`config.mk`:
```
export PLATFORM = sky130hd
export DESIGN_NAME = rca_selftest_reconfig_ctrl_flat
export DESIGN_NICKNAME = d
export VERILOG_FILES = /design/src/rtl/rca_selftest_reconfig_ctrl_if.sv /design/src/rtl/rca_selftest_reconfig_ctrl.sv /design/src/flat_wrapper.sv
export SDC_FILE = /design/constraint.sdc
export NUM_CORES = 1
export LEC_CHECK = 0
export BUFFER_PORTS_ARGS = -buffer_cell sky130_fd_sc_hd__buf_2
export CAP_MARGIN = 30
export CELL_PAD_IN_SITES_DETAIL_PLACEMENT = 0
export CELL_PAD_IN_SITES_GLOBAL_PLACEMENT = 1
export CORE_MARGIN = 2
export CORE_UTILIZATION = 38
export DETAILED_ROUTE_END_ITERATION = 16
export PLACE_DENSITY_LB_ADDON = 0.1
export SETUP_SLACK_MARGIN = 0.3
export SLEW_MARGIN = 20
export SYNTH_ARGS = -nofsm -noshare
export SYNTH_HDL_FRONTEND = slang
export SYNTH_SLANG_ARGS = --single-unit
```
`constraint.sdc`:
```
create_clock -name clk -period 1.9 [get_ports clk]
set_clock_uncertainty 0.05 [all_clocks]
set_input_delay 0 -clock clk [delete_from_list [all_inputs] [get_ports clk]]
set_output_delay 0 -clock clk [all_outputs]
set_load 0.03 [all_outputs]
```
`src/rtl/rca_selftest_reconfig_ctrl_if.sv`:
```
// Signal bundle between the self-test/reconfiguration controller and its
// surroundings: checker pattern/clear handshake, spare-slice mapping and status.
interface rca_selftest_reconfig_ctrl_if #(
    parameter int NSLICE = 4,
    parameter int PW     = 3
);
    logic              start;
    logic [NSLICE-1:0] fault_cs;
    logic [PW-1:0]     pat_idx;
    logic              pat_valid;
    logic              chk_clr;
    logic [NSLICE-1:0] sel_spare;
    logic [NSLICE-1:0] fault_map;
    logic              swap_evt;
    logic              busy;
    logic              pass;
    logic              fail;

    modport master (
        input  start, fault_cs,
        output pat_idx, pat_valid, chk_clr, sel_spare, fault_map,
               swap_evt, busy, pass, fail
    );

    modport slave (
        output start, fault_cs,
        input  pat_idx, pat_valid, chk_clr, sel_spare, fault_map,
               swap_evt, busy, pass, fail
    );
endinterface

```
`src/rtl/rca_selftest_reconfig_ctrl.sv`:
```
// Self-test epoch sequencer for the ripple-carry adder: walks the checker
// patterns, evaluates sticky slice faults and remaps one faulty slice to the spare.
//
// state | meaning
// ------+-----------------------------------------------------------
// IDLE  | waiting for start after reset
// CLEAR | one-cycle clear request to the checker's sticky register
// APPLY | pat_idx walks 0..NPAT-1, pat_valid high
// WAIT  | SETTLE cycles for checker register latency
// EVAL  | sample fault_cs, accumulate fault_map, decide outcome
// SWAP  | commit single-slice remap, then re-run epoch to verify
// PASS  | epoch clean; start re-tests with mapping retained
// FAIL  | terminal until reset
module rca_selftest_reconfig_ctrl #(
    parameter int NSLICE = 4,
    parameter int PW     = 3,
    parameter int SETTLE = 2
) (
    input  logic                          clk,
    input  logic                          clr,
    rca_selftest_reconfig_ctrl_if.master  bus
);
    localparam logic [2:0] IDLE  = 3'd0;
    localparam logic [2:0] CLEAR = 3'd1;
    localparam logic [2:0] APPLY = 3'd2;
    localparam logic [2:0] WAIT  = 3'd3;
    localparam logic [2:0] EVAL  = 3'd4;
    localparam logic [2:0] SWAP  = 3'd5;
    localparam logic [2:0] PASS  = 3'd6;
    localparam logic [2:0] FAIL  = 3'd7;

    localparam logic [PW-1:0] PAT_LAST  = {PW{1'b1}};
    localparam logic [3:0]    SETTLE_LD = 4'(SETTLE - 1);

    logic [2:0]        state, state_nxt;
    logic [PW-1:0]     pat_cnt, pat_nxt;
    logic [3:0]        settle_cnt, settle_nxt;
    logic              spare_used;
    logic [NSLICE-1:0] sel_spare_q;
    logic [NSLICE-1:0] fault_map_q;
    logic              pat_valid_q;
    logic              chk_clr_q;
    logic              swap_evt_q;
    logic              busy_q;
    logic              pass_q;
    logic              fail_q;
    logic              single_fault;

    assign single_fault = $onehot(bus.fault_cs);

    always_comb begin
        state_nxt  = state;
        pat_nxt    = pat_cnt;
        settle_nxt = settle_cnt;
        case (state)
            IDLE: begin
                if (bus.start) state_nxt = CLEAR;
            end
            CLEAR: begin
                state_nxt = APPLY;
                pat_nxt   = '0;
            end
            APPLY: begin
                if (pat_cnt == PAT_LAST) begin
                    state_nxt  = WAIT;
                    pat_nxt    = '0;
                    settle_nxt = SETTLE_LD;
                end else begin
                    pat_nxt = pat_cnt + PW'(1);
                end
            end
            WAIT: begin
                if (settle_cnt == 4'd0) state_nxt = EVAL;
                else                    settle_nxt = settle_cnt - 4'd1;
            end
            EVAL: begin
                if (bus.fault_cs == '0)               state_nxt = PASS;
                else if (single_fault && !spare_used) state_nxt = SWAP;
                else                                  state_nxt = FAIL;
            end
            SWAP: begin
                state_nxt = CLEAR;
            end
            PASS: begin
                if (bus.start) state_nxt = CLEAR;
            end
            FAIL: begin
                state_nxt = FAIL;
            end
            default: begin
                state_nxt = IDLE;
            end
        endcase
    end

    // Outputs are decoded from the next state so every flag is a flop.
    always_ff @(posedge clk or negedge clr) begin
        if (!clr) begin
            state       <= IDLE;
            pat_cnt     <= '0;
            settle_cnt  <= 4'd0;
            spare_used  <= 1'b0;
            sel_spare_q <= '0;
            fault_map_q <= '0;
            pat_valid_q <= 1'b0;
            chk_clr_q   <= 1'b0;
            swap_evt_q  <= 1'b0;
            busy_q      <= 1'b0;
            pass_q      <= 1'b0;
            fail_q      <= 1'b0;
        end else begin
            state       <= state_nxt;
            pat_cnt     <= pat_nxt;
            settle_cnt  <= settle_nxt;
            pat_valid_q <= (state_nxt == APPLY);
            chk_clr_q   <= (state_nxt == CLEAR);
            swap_evt_q  <= (state_nxt == SWAP);
            pass_q      <= (state_nxt == PASS);
            fail_q      <= (state_nxt == FAIL);
            busy_q      <= (state_nxt != IDLE) && (state_nxt != PASS) &&
                           (state_nxt != FAIL);
            if (state == EVAL) begin
                fault_map_q <= fault_map_q | bus.fault_cs;
            end
            // The spare is committed once; SWAP is unreachable afterwards.
            if ((state == EVAL) && (state_nxt == SWAP)) begin
                sel_spare_q <= bus.fault_cs;
                spare_used  <= 1'b1;
            end
        end
    end

    assign bus.pat_idx   = pat_cnt;
    assign bus.pat_valid = pat_valid_q;
    assign bus.chk_clr   = chk_clr_q;
    assign bus.sel_spare = sel_spare_q;
    assign bus.fault_map = fault_map_q;
    assign bus.swap_evt  = swap_evt_q;
    assign bus.busy      = busy_q;
    assign bus.pass      = pass_q;
    assign bus.fail      = fail_q;
endmodule

```
`src/flat_wrapper.sv`:
```
// flat-port wrapper written by rule: the top's interface ports become plain ports
module rca_selftest_reconfig_ctrl_flat 
#(
    parameter int NSLICE = 4,
    parameter int PW     = 3,
    parameter int SETTLE = 2
)
  (clk, clr, bus_start, bus_fault_cs, bus_pat_idx, bus_pat_valid, bus_chk_clr, bus_sel_spare, bus_fault_map, bus_swap_evt, bus_busy, bus_pass, bus_fail);
  rca_selftest_reconfig_ctrl_if #(.NSLICE(NSLICE), .PW(PW)) bus_i ();
  input  logic clk;
  input  logic clr;
  input wire logic [$bits(bus_i.start)-1:0] bus_start;
  input wire logic [$bits(bus_i.fault_cs)-1:0] bus_fault_cs;
  output wire logic [$bits(bus_i.pat_idx)-1:0] bus_pat_idx;
  output wire logic [$bits(bus_i.pat_valid)-1:0] bus_pat_valid;
  output wire logic [$bits(bus_i.chk_clr)-1:0] bus_chk_clr;
  output wire logic [$bits(bus_i.sel_spare)-1:0] bus_sel_spare;
  output wire logic [$bits(bus_i.fault_map)-1:0] bus_fault_map;
  output wire logic [$bits(bus_i.swap_evt)-1:0] bus_swap_evt;
  output wire logic [$bits(bus_i.busy)-1:0] bus_busy;
  output wire logic [$bits(bus_i.pass)-1:0] bus_pass;
  output wire logic [$bits(bus_i.fail)-1:0] bus_fail;
  assign bus_i.start = bus_start;
  assign bus_i.fault_cs = bus_fault_cs;
  assign bus_pat_idx = bus_i.pat_idx;
  assign bus_pat_valid = bus_i.pat_valid;
  assign bus_chk_clr = bus_i.chk_clr;
  assign bus_sel_spare = bus_i.sel_spare;
  assign bus_fault_map = bus_i.fault_map;
  assign bus_swap_evt = bus_i.swap_evt;
  assign bus_busy = bus_i.busy;
  assign bus_pass = bus_i.pass;
  assign bus_fail = bus_i.fail;
  rca_selftest_reconfig_ctrl #(.NSLICE(NSLICE), .PW(PW), .SETTLE(SETTLE)) u_core (.clk(clk), .clr(clr), .bus(bus_i));
endmodule
```
==> results of run 1 <==
-- power breakdown --
part	leakage [nW]	switching, mW	internal [mW]
Sequential	0.302	0.235	0.755
Clock	0.0183	0.174	0.0857
Combinational	0.588	0.984	0.818
-- through the flow --
step	utilization (%)	TNS, ns	cells
finish	57.0	0	221
global route	57.0	0	221
CTS	55.1	-0.00296	220
detailed placement	50.7	-3.20	208
global placement	50.7	-2.61	208
floorplan	-	-0.725	123
-- worst paths after layout --
path,slack (ns),to,depth (start not counted),start
hold / removal,0.05,u_core.bus.sel_spare[2]$_DFFE_PN0P_,4,bus_fault_cs[2]
min in group asynchronous,0.13,u_core.settle_cnt[1]$_DFFE_PN0P_,2,clr
max in group asynchronous,1.26,u_core.state[0]$_DFF_PN0_,2,clr
setup / recovery,0.07,u_core.bus.sel_spare[1]$_DFFE_PN0P_,10,bus_fault_cs[2]
setup reg to reg,0.13,u_core.bus.sel_spare[1]$_DFFE_PN0P_,7,u_core.settle_cnt[1]$_DFFE_PN0P_
hold reg to reg,0.44,u_core.bus.fault_map[1]$_DFFE_PN0N_,1,u_core.bus.fault_map[1]$_DFFE_PN0N_
-- what timing repair did --
| item | CTS | global route |
|---|---|---|
| gates resized for setup | 12 | 16 |
| hold endpoints to repair | 30 | 2 |
| pin swaps | 8 | 9 |
| buffers inserted | 4 | 0 |
| setup endpoints to repair | 15 | 20 |
| hold buffers | 4 | 1 |
-- cell type report --
type                            instances  area [um2]  share of cell area, %
Timing Repair Buffer                   51         383                   20.0
Inverter                               13        71.3                   3.72
Sequential cell                        25         629                   32.8
Tap cell                               46        57.6                   3.00
Clock inverter                          1        8.76                  0.457
Clock buffer                            3        22.5                   1.17
Multi-Input combinational cell         82         744                   38.8
-- per-layer routing --
metal | vias to the layer above | wire (um)
li1 | 538 | -
met1 | 559 | 1280
met2 | 15 | 1730
met3 | 4 | 85
met4 | 0 | 29
met5 | - | 0
-- state kept, by name, indices dropped and copies added (netlist names) --
register,count
u_core.bus.fault_map,4
u_core.bus.sel_spare,4
u_core.settle_cnt,4
u_core.bus.pat_idx,3
u_core.state,3
u_core.bus.busy,1
u_core.bus.chk_clr,1
u_core.bus.fail,1
u_core.bus.pass,1
u_core.bus.pat_valid,1
u_core.bus.swap_evt,1
u_core.spare_used,1
-- kinds of logic after synthesis --
kind of cell,count (synthesis),synth area share [%]
simple gates,36,15.2
flops,25,46.3
compound gates,32,19.0
mux,4,4.44
fa+ha+maj,10,9.82
buf+inv,16,5.28
-- Yosys cell counts (2+ instances only) --
library cell   n  area, um2
mux2_4         4       60.1
nor3_1         3       15.0
and3_1         2       12.5
nand2_1       16       60.1
nor2_1         3       11.3
ha_1           9        113
a32oi_1        2       17.5
a22oi_1        3       22.5
dfrtp_1       25        626
nor2_2         2       12.5
a21oi_1        4       20.0
inv_1         12       45.0
o21ai_0        8       40.0
buf_4          2       15.0
a31o_2         4       35.0
a22o_1         2       17.5
nand2b_1       2       12.5
-- placed cells by master, fill, tap and decap left out, types with 3 or more instances in the layout --
master,instances
a21oi_1,4
a22oi_1,3
a31o_2,4
buf_2,19
buf_4,22
clkbuf_4,3
dfrtp_1,22
dfrtp_2,3
dlygate4sd3_1,5
ha_1,5
ha_4,4
inv_1,6
inv_2,3
mux2_4,4
nand2_1,15
nor2_1,3
o21ai_0,7
-- worst reg2reg max path, stage by stage (launching register included) --
cell     delay [ns]
dfrtp_1        0.39
inv_2          0.06
ha_4           0.16
nor3b_4        0.15
a211o_1        0.31
nand3_2        0.11
nand3_4        0.12
mux2_4         0.32
==> impl_summary.md, run 1 <==
Status
The run finished with clean final reports.

Job
The tool flagged a number of max-cap violations equal to 0.

Placed design
The cell area after placement is between 0.0015 and 0.002 mm2. The number of port buffers is 23. The wire-length estimate of the detail-placed layout is between 2000 and 2500 um. The worst setup slack after placement is -0.467 ns. The weighted congestion at the end of routability-driven global placement is roughly 0.80.

GRT
For met1 alone, demand over resource in global routing was about 21%. In the global route stage, met2 resource usage came out at 30.1%. The global-route wire length before repair is ~5300 um. For this run the aggregate overflow at the end of global routing stands at 0.

The global router's overall resource usage is between 15 and 20%. After global routing, the most crowded layer is met2. The via count of the first global-routing pass is approximately 1,100.

Global routing consumed, on the met3 layer, a little over 3% of the routing resources. Entering global routing, the biggest net connects 26 pins. The initial antenna violation count is 0.

Timing
The number of pins exceeding their max-slew limit in the final report is 0. Dividing the final minimum period by the clock period gives 96.3%. The slew at the pin closest to its max-slew limit is about 0.58 ns. The clock period minus worst slack is between 1.5 and 2 ns. The final worst-path setup slack is a little over 0.07 ns. Setup violations remaining at the end of the flow were counted as 0.

Hold timing on the final database bottoms out at a slack of between 0.04 and 0.05 ns. Derived from the worst setup path, the maximum achievable clock frequency is ~0.55 GHz. The headroom to the max-slew limit is about three fifths. The count of endpoints failing hold in the final timing report is 0. Setup repair after global routing could not meet its margin everywhere.

Worst setup path
The largest stage delay on the critical path is ~0.45 ns. The signal on the critical path passes through buf_8, inv_4, ha_4, ha_4, fa_2, nor4b_4, a211oi_2, a31oi_4, nand3_4, mux2_4. In this design, the critical path's most frequently occurring cell is ha_4. Grouping stages by cell kind, the critical path spends the most delay in adder cells. Data on the critical path is required at its endpoint by between 2 and 2.5 ns. Together, buffers and inverters on the worst path number 2. The type of destination of the critical path is a flip-flop. The critical path is of the in2reg type.

The slowest stage cell on the critical path is fa_2. The arrival time of data at the critical path endpoint is roughly 2.0 ns. The critical path launch point type is a primary input. Of all nets on the critical path, the largest fanout is 5.

Layout
The number of fill cells in the layout is ~320. The final net count is about 190. The post-route netlist has around 50% of its cells at a drive strength greater than 1.

The growth of design area from synthesis to finish is 41.9%. The final antenna diode count is 0. With fillers left out, the area of the finished cells amounts to roughly 0.0019 mm2.

Yosys
After synthesis, the netlist uses 37 different library cells. In this run, synthesis produced a sequential element count of 25. The netlist area before placement is between 0.001 and 0.0015 mm2. The net count after synthesis is 140.

A synthesized cell averages ~11 um2. The Yosys step of the flow raised 0 warnings. Counting flops with an async set or reset pin after synthesis yields a share of 100%. The count of flip-flops with a built-in enable after synthesis is 0. Among all flip-flop cells after synthesis, the most frequent one is dfrtp_1.

The sequential fraction of the synthesis area is between 40% and 50%. The gate count after technology mapping is between 100 and 150.

Drt
The post-detailed-route via-to-cell ratio is between 5 and 6. The first detailed-routing pass took 4 iterations. For this block, the via count after detailed routing is 1,116.

After the first detailed-routing iteration, the DRC count stood at 38. The count of nets left with antenna violations once routing finished came out at 0. The detailed-route wire length is about 3100 um.

After detailed routing, the average wire length per cell comes to 14.1 um. For this run, design rule violations remaining after detail routing come to 0.

Clock network
The CTS tree is built. The clock passes through at most 2 buffers. In this run, CTS created clock tree buffers numbering 3. The cell sitting at the root of the clock tree is a clkbuf_4.

Clock tree synthesis found a total of 25 sinks. The H-tree depth is 1. The later pin in the worst-skew pair is clocked with a latency of approximately 0.32 ns.

After clock tree synthesis, the clock-pin slew on the worst setup and hold paths is 0.15 ns.

Floorplanning
The initialized floorplan defines 21 standard-cell rows. The die covers about 0.0040 mm2. The initial utilization of the core area, before any placement, comes to 40.2%.

The overall die height is ~64 um. The core outline area is about 0.0034 mm2. Pin placement for this block handled 24 I/O pins. The horizontal extent of the die is approximately 64 um.

Hold path
The class of the tightest hold or removal check is in2reg.

Power
The design draws roughly 3.1 mW. For this design the static power due to leakage is ~0.9 nW. The maximum vdd ir drop is 757 uV. Dividing total power by cell area gives a power density of between 1500 and 2000 mW/mm2.
Note: power is estimated with default switching activity, not from simulation.
==> inputs of run 2 (changes only) <==
Settings changed: SETUP_SLACK_MARGIN 0.3 to 0.15.
==> impl_summary.md, run 2 (synthesized netlist as in run 1, its figures left out) <==
GRT
Entering global routing, the biggest net connects 26 pins. The via count of the first global-routing pass was roughly 1,100. The global router's overall resource usage is 16.3%.

Global routing finished with a remaining overflow of 0. The first global-routing pass estimated 5040 um of wire. The initial antenna violation count is 0.

Hold path
The worst hold endpoint is u_core.bus.sel_spare[2]$_DFFE_PN0P_. Counting instances, the worst hold path has a depth of 4. The tightest min-delay check is of the in2reg type. The startpoint identified for the worst hold timing path is bus_fault_cs[2].

Layout
The fraction of final layout cells sized beyond drive strength 1 is 47.8%. The sequential cells in the finished layout cover a total of roughly 630 um2. The multi-input combinational cells in the finished layout cover a total of ~730 um2. The finished layout holds between 200 and 250 standard cells, fillers aside. The final net count is between 150 and 200. The commonest non-fill, non-tap cell in the layout is buf_4. The layout has around 320 filler cells. The repair_antennas step left the layout with diodes totalling 0. Relative to the synthesized area, the layout overhead comes to 41.3%. The top cell types in the final layout, fill and taps aside, are buf_4, dfrtp_1, buf_2.

Clock network
The clock root buffer is clkbuf_4. TritonCTS built the clock tree. The number of clock buffers inserted by TritonCTS is 3. In this run the number of H-tree levels came out at 1. Counting every sink on the clock net gives 25. The later pin in the worst-skew pair is clocked with a latency of about 0.33 ns. In this run the deepest clock path goes through 2 buffers. Clock-pin slew was measured on the worst setup and hold paths at approximately 0.14 ns.

Power
The relative contribution of the clock network to total power is 8.5%. The cell-internal power is 1.61 mW. Combinational logic is responsible for between 50 and 60% of the overall power. The total power per unit cell area is between 1500 and 2000 mW/mm2.

IR analysis of the VDD net gives a maximum drop of 734 uV. The fraction of power spent switching nets is 45.6%. The switching power summed over all nets is 1.35 mW. The share of power burned in registers is about 32%. The power after layout is ~3.0 mW. The static leakage power is between 0.9 and 1 nW.

Floorplanning
Once the floorplan was initialized, standard cells occupied 40.2% of the core. The core outline area is between 0.003 and 0.004 mm2. The overall die area is roughly 0.0040 mm2.

The floorplan has 21 rows. The number of primary I/O pins is 24. The overall die height is about 64 um.

The die is 63.6 um wide.

Placed design
The number of port buffers is 23. The HPWL after detailed placement is roughly 2200 um. The instance count after placement with tap cells included is between 200 and 250. The congestion estimate from routability-driven global placement came to ~0.76.

Timing
The achievable frequency is roughly 0.54 GHz. After layout, the worst path uses about 97% of the clock period. The headroom to the max-slew limit is 63.1%. Setup violations remaining at the end of the flow were counted as 0. For the finished layout, the period the worst path requires is approximately 1.8 ns. The count of endpoints failing hold in the final timing report was 0. The number of pins exceeding their max-slew limit in the final report was 0.

Hold is met by 0.0508 ns. At the pin with the least slew margin, the transition time is 0.553 ns. Setup repair after global routing could not meet its margin everywhere.

Worst setup path
The endpoint identified for the worst register-to-register timing path is u_core.bus.sel_spare[2]$_DFFE_PN0P_. The flop-to-flop setup slack is about 0.08 ns. STA puts the critical path data arrival time at 2.03 ns. The startpoint of the lowest-slack register-to-register path is u_core.settle_cnt[0]$_DFFE_PN0P_. The worst register-to-register path has a depth of 7. The critical path launch point type is a primary input. The data required time at the worst endpoint is roughly 2.1 ns. The class of the most critical setup path is in2reg. The worst setup path is captured at a flip-flop. Of all nets on the critical path, the largest fanout is 6.

Drt
In the final routed layout, each cell accounts on average for 13.6 um. In this run the remaining antenna-violating nets after routing total 0. For this block, the routed nets add up to roughly 3000 um of wire.

For this run, design rule violations remaining after detail routing come to 0. The pre-antenna-repair detailed-routing pass consisted of 4 iterations. For this block, the initial DRC count from the detailed router was 49. The post-detailed-route via-to-cell ratio is 5.01. The final route contains approximately 1,100 vias.

Job
The number of max-capacitance violations reported is 0.

Status
The run finished with clean final reports.
-- run 2: cell types whose count changed in the layout (fill, tap and decap cells not counted), moves of 2 or more --
cell and delta:
inv_2 -2, dfrtp_1 +2, inv_1 +2, buf_4 +3, dfrtp_2 -2
-- run 2: worst max-delay path by stage --
stage	cells after the start	end	start
5_1_grt	7	u_core.bus.sel_spare[2]$_DFFE_PN0P_	u_core.settle_cnt[1]$_DFFE_PN0P_
2_1_floorplan	9	u_core.bus.sel_spare[0]$_DFFE_PN0P_	bus_fault_cs[1]
3_3_place_gp	10	u_core.bus.sel_spare[2]$_DFFE_PN0P_	bus_fault_cs[1]
4_1_cts	10	u_core.bus.sel_spare[2]$_DFFE_PN0P_	bus_fault_cs[2]
3_5_place_dp	10	u_core.bus.sel_spare[2]$_DFFE_PN0P_	bus_fault_cs[1]
6_report	10	u_core.bus.sel_spare[2]$_DFFE_PN0P_	bus_fault_cs[3]
-- run 2: area by class of cell --
class | count | area share (%)
Tap cell | 46 | 3.01
Timing Repair Buffer | 54 | 20.8
Clock buffer | 3 | 1.18
Sequential cell | 25 | 32.8
Clock inverter | 1 | 0.262
Inverter | 13 | 3.74
Multi-Input combinational cell | 82 | 38.2
-- run 2: metrics by stage --
stage / cell area [um2] / setup TNS, ns / utilization [%] / setup WS [ns]
detailed placement: 1680 / -3.25 / 50.0 / -0.471
finish: 1910 / 0 / 56.8 / 0.0596
CTS: 1820 / -0.0549 / 54.0 / -0.0211
global placement: 1680 / -2.88 / 50.0 / -0.431
floorplan: 1410 / -0.732 / - / -0.183
global route: 1910 / -0.0459 / 56.8 / -0.0184
-- run 2: per-layer routing --
metal  vias up  routed length (um)  track usage (%)
met4         0                  52             6.52
met3         5                 111             2.32
met1       547                1470             23.2
met5         -                   0                0
met2        25                1400             25.0
li1        546                   -                -
-- run 2: what timing repair did --
| item | in CTS | in global routing |
|---|---|---|
| pin swaps | 7 | 5 |
| endpoints found under the hold margin | 32 | 0 |
| resized for setup | 9 | 9 |
| hold buffers | 5 | 0 |
| setup buffers | 3 | 7 |
| endpoints found under the setup margin | 6 | 11 |
-- run 2: power groups by stage --
stage | Sequential (mW) | Clock (mW) | Combinational, mW
detailed placement | 0.958 | 0 | 1.62
floorplan | 1.19 | 0 | 0.874
finish | 0.956 | 0.253 | 1.76
CTS | 0.946 | 0.258 | 1.67
global route | 0.987 | 0.293 | 1.92
global placement | 0.946 | 0 | 1.60
-- run 2: worst max-delay path, stage by stage --
cell      delay, ns
buf_8          0.10
inv_6          0.04
ha_4           0.20
ha_4           0.15
fa_1           0.48
nor4b_4        0.26
a211oi_2       0.12
a31oi_4        0.19
nand3_4        0.15
mux2_4         0.33
